$ cat config.mk
export PLATFORM = sky130hd
export DESIGN_NAME = hazard_ctrl
export DESIGN_NICKNAME = d
export VERILOG_FILES = /design/src/rtl/hazard_ctrl.sv
export SDC_FILE = /design/constraint.sdc
export NUM_CORES = 1
export LEC_CHECK = 0
export BUFFER_PORTS_ARGS = -buffer_cell sky130_fd_sc_hd__buf_4
export CAP_MARGIN = 30
export CORE_ASPECT_RATIO = 0.75
export CORE_UTILIZATION = 39
export DETAILED_ROUTE_END_ITERATION = 6
export PLACE_DENSITY = 0.61
export SLEW_MARGIN = 20
export SYNTH_ARGS = -nofsm -noshare
export SYNTH_HDL_FRONTEND = slang
export SYNTH_SLANG_ARGS = --single-unit
$ cat constraint.sdc
create_clock -name clk -period 2.55 [get_ports clk]
set_clock_uncertainty 0.1 [all_clocks]
set_input_delay 0.255 -clock clk [delete_from_list [all_inputs] [get_ports clk]]
set_output_delay 0.255 -clock clk [all_outputs]
set_load 0.01 [all_outputs]
$ cat src/rtl/hazard_ctrl.sv
// rtl/hazard_ctrl.sv - load-use stall and branch-flush controller for the 5-stage pipeline
module hazard_ctrl #(
  parameter int LOAD_LAT  = 1,
  parameter int FLUSH_CYC = 1,
  parameter int CNT_W     = 32
) (
  input  logic             clk,
  input  logic             rst,
  input  logic [4:0]       rs_2,
  input  logic [4:0]       rt_2,
  input  logic             use_rs_2,
  input  logic             use_rt_2,
  input  logic             MemRead_3,
  input  logic             RegWr_3,
  input  logic [4:0]       dst_3,
  input  logic             branch_taken,
  output logic             stall,
  output logic             pc_hold,
  output logic             ifid_hold,
  output logic             ifid_flush,
  output logic [CNT_W-1:0] stall_count
);

  localparam int MAXC = (LOAD_LAT > FLUSH_CYC) ? LOAD_LAT : FLUSH_CYC;
  localparam int CW   = $clog2(MAXC) + 1;

  typedef enum logic [1:0] {IDLE, STALL, FLUSH} state_t;

  state_t           state_q, state_d;
  logic [CW-1:0]    cnt_q, cnt_d;
  logic [CNT_W-1:0] stall_count_q;
  logic             hazard;
  logic             stall_d;

  assign hazard = MemRead_3 & RegWr_3 & (dst_3 != 5'd0) &
                  ((use_rs_2 & (rs_2 == dst_3)) | (use_rt_2 & (rt_2 == dst_3)));

  always_comb begin
    state_d    = state_q;
    cnt_d      = cnt_q;
    stall_d    = 1'b0;
    ifid_flush = 1'b0;
    case (state_q)
      IDLE: begin
        if (branch_taken) begin
          ifid_flush = 1'b1;
          if (FLUSH_CYC > 1) begin
            state_d = FLUSH;
            cnt_d   = CW'(FLUSH_CYC - 1);
          end
        end else if (hazard) begin
          stall_d = 1'b1;
          if (LOAD_LAT > 1) begin
            state_d = STALL;
            cnt_d   = CW'(LOAD_LAT - 1);
          end
        end
      end
      STALL: begin
        // a taken branch kills the stalled instruction, so the stall is abandoned
        if (branch_taken) begin
          ifid_flush = 1'b1;
          if (FLUSH_CYC > 1) begin
            state_d = FLUSH;
            cnt_d   = CW'(FLUSH_CYC - 1);
          end else begin
            state_d = IDLE;
            cnt_d   = '0;
          end
        end else begin
          stall_d = 1'b1;
          cnt_d   = cnt_q - CW'(1);
          if (cnt_q == CW'(1)) state_d = IDLE;
        end
      end
      FLUSH: begin
        ifid_flush = 1'b1;
        if (branch_taken) begin
          if (FLUSH_CYC > 1) begin
            cnt_d = CW'(FLUSH_CYC - 1);
          end else begin
            state_d = IDLE;
            cnt_d   = '0;
          end
        end else begin
          cnt_d = cnt_q - CW'(1);
          if (cnt_q == CW'(1)) state_d = IDLE;
        end
      end
      default: begin
        state_d = IDLE;
        cnt_d   = '0;
      end
    endcase
  end

  // state moves on the falling edge together with the pipeline registers
  always_ff @(negedge clk) begin
    if (rst) begin
      state_q       <= IDLE;
      cnt_q         <= '0;
      stall_count_q <= '0;
    end else begin
      state_q <= state_d;
      cnt_q   <= cnt_d;
      if (stall_d && (stall_count_q != {CNT_W{1'b1}}))
        stall_count_q <= stall_count_q + CNT_W'(1);
    end
  end

  assign stall       = stall_d;
  assign pc_hold     = stall_d;
  assign ifid_hold   = stall_d;
  assign stall_count = stall_count_q;

endmodule
==> flow_summary.ini <==
[sta]
finalHoldViolations = 0
tightest_slew_ps = 973
final.setup.worst_slack_ps = -423
rsz0062_at_grt = true
slew_viol_final = 0
setup_violations = 32
relSlewSlack = 0.346
fin_tns_setup_ps = -10940

[placement]
pre_cts_slack_ps = -840
dp_hpwl_mm = 3.40
place.gp.congestion = 0.767
io_buffer_count = 57
placed_cell_area_sq_um = 2350

[power_and_ir_drop]
leakagePower_nw = 1.23
p_per_area_nw_per_um2 = 402
peakVddDrop_mv = 0.274

[floorplan]
start_util = 0.405
placementRows = 21
io_pins = 58
core_sq_um = 4470
die_width_um = 80.6
die-area_sq_um = 4920
die_h_um = 61.0

[synthesis]
ys_seq_elements = 32
ys_types = 35
syn_area_per_cell_sq_um = 8.15
synth_warnings = 0
synth_seq_area_share = 0.354
synthCells = 222
syn_nets = 245
synth_area_sq_um = 1810

[worst_setup_path]
critPathLaunchType = input pin
path_max_fanout = 7
crit_arrival_ps = 1830
worstPathRequired_ps = 1410
crit_slowest_cell = or4_4
worstSetupPathType = input pin to register
crit_family = simple AND/OR/NAND/NOR gates
worst-path-buf-inv = 3
crit_chain = buf_8, or4_4, o2111a_2, nand3_4, buf_6, clkbuf_16, mux2i_1, nor2_1
critPathMaxStageDelay_ps = 560
end_kind = register
cp-startpoint = dst_3[1]
reg2reg_from = stall_count[18]

[cts]
clock_sinks = 32
path_clk_slew_ps = 30
cts_hold_buf = 0
cts_inserted_buffers = 5
ctsHtreeMaxLevel = 2
cts_root_buf = clkbuf_8
clkLatencyLatePin_ps = 360
clock_path_buffers = 2
cts_tree = built

[layout]
fin_area_sq_um = 3000
drive_above_1_share = 0.470
final_common_cell = buf_4
largest_reg_flops = 32
area_growth_pct = 65.7
num_antenna_cells = 0
layout_common_cells = 60 x buf_4, 37 x inv_1, 22 x nand2_1
nets = 350
fillCellCount = 397

[grt]
track_usage = 0.217
antenna_found_initial = 0
grt-ovfl-total = 0
grt_max_degree = 30
grt_pass1_vias = 1803
grt_pass1_wl_mm = 8.03

[drt]
wire_per_inst_um = 14.4
wirelength_met1_mm = 2.64
routed_via_density = 5.47
wl_mm = 5.55
drt_iter0_drc = 69
vias = 2105
wl_met2_mm = 2.44
dr.max_layer_used = met4
drc_errors = 0
postRouteAntennaNets = 0
wl_met3_um = 410
drt_pass1_iterations = 4

[worst_hold_path]
hold_class = register to register
worst_hold_startpoint = stall_count[14]

[outcome]
status = finished with violations
violations = negative setup slack

[flow_run]
drv_cap = 0
-- cells by family after synthesis --
logic type               synth area share
XOR/XNOR                           0.0775
adder cells (fa/ha/maj)           0.00691
AO/OA/AOI/OAI                       0.172
buffers and inverters              0.0560
multiplexers                       0.0242
AND/OR/NAND/NOR                     0.310
flip-flops                          0.354
-- Yosys cell counts, drive strengths merged --
master,n,area share
a2111oi,1,0.0083
a21oi,22,0.061
a31oi,1,0.0035
and2,1,0.0035
and3,1,0.0035
and4,3,0.016
buf,7,0.031
clkbuf,7,0.015
dfxtp,32,0.35
ha,1,0.0069
inv,5,0.010
mux2,3,0.019
mux2i,1,0.0055
nand2,23,0.048
nand3,9,0.028
nand3b,1,0.0042
nand4,12,0.041
nand4b,1,0.0048
nor2,14,0.030
nor2b,3,0.010
nor3,3,0.0083
nor4,4,0.014
o2111a,1,0.0062
o2111ai,1,0.0083
o21ai,10,0.028
o22ai,1,0.0069
o31ai,12,0.050
or3,14,0.048
or4,12,0.050
xnor2,11,0.053
xor2,5,0.024
-- final timing paths --
kind | depth (start not counted) | end | slack [ps]
worst max-delay path | 8 | stall_count[1] | -420
worst min-delay path | 2 | stall_count[14] | 390
worst max register to register | 8 | stall_count[1] | -170
worst min register to register | 2 | stall_count[14] | 390
-- worst register-to-register path, stage by stage, from the launching register on --
cell and delay (ps):
dfxtp_2 370, nand2_1 170, nor4_1 870, nand4b_1 350, nand3_4 210, buf_6 130, clkbuf_16 150, mux2i_1 190
nor2_1 50
-- stage by stage --
step / hold WS (ps) / utilization / total power, W / std cells
5_1_grt: 410 / 0.671 / 0.00129 / 385
6_report: 394 / 0.671 / 0.00121 / 385
3_3_place_gp: 388 / 0.525 / 0.000665 / 334
4_1_cts: 396 / 0.615 / 0.00122 / 379
3_5_place_dp: 388 / 0.525 / 0.000665 / 334
2_1_floorplan: 408 / - / 0.000624 / 222
-- cell type report --
cell class              count  area (sq um)  area share
well taps                  57          71.3      0.0238
inverters                   4          15.0     0.00501
repair buffers             80           713       0.238
clock buffers               5          68.8      0.0230
flip-flops and latches     32           677       0.226
clock inverters            35           138      0.0459
multi-input cells         172          1320       0.439
-- metal layers --
| layer | vias up | GRT usage |
|---|---|---|
| met5 | - | 0 |
| met4 | 0 | 0.0918 |
| met3 | 7 | 0.108 |
| met2 | 66 | 0.314 |
| met1 | 989 | 0.276 |
| li1 | 1043 | - |
-- power by group --
group | internal, W | switching, W
Sequential | 0.000500 | 0.000000193
Clock | 0.000254 | 0.000344
Combinational | 0.0000624 | 0.0000457
-- repair_timing --
item                                    in CTS  in global routing
pin swaps                                   21                 33
resized for setup                           34                 60
endpoints found under the setup margin      40                 47
gates cloned                                 1                  2
setup buffers                                5                  4
(Power assumes the default switching activity.)
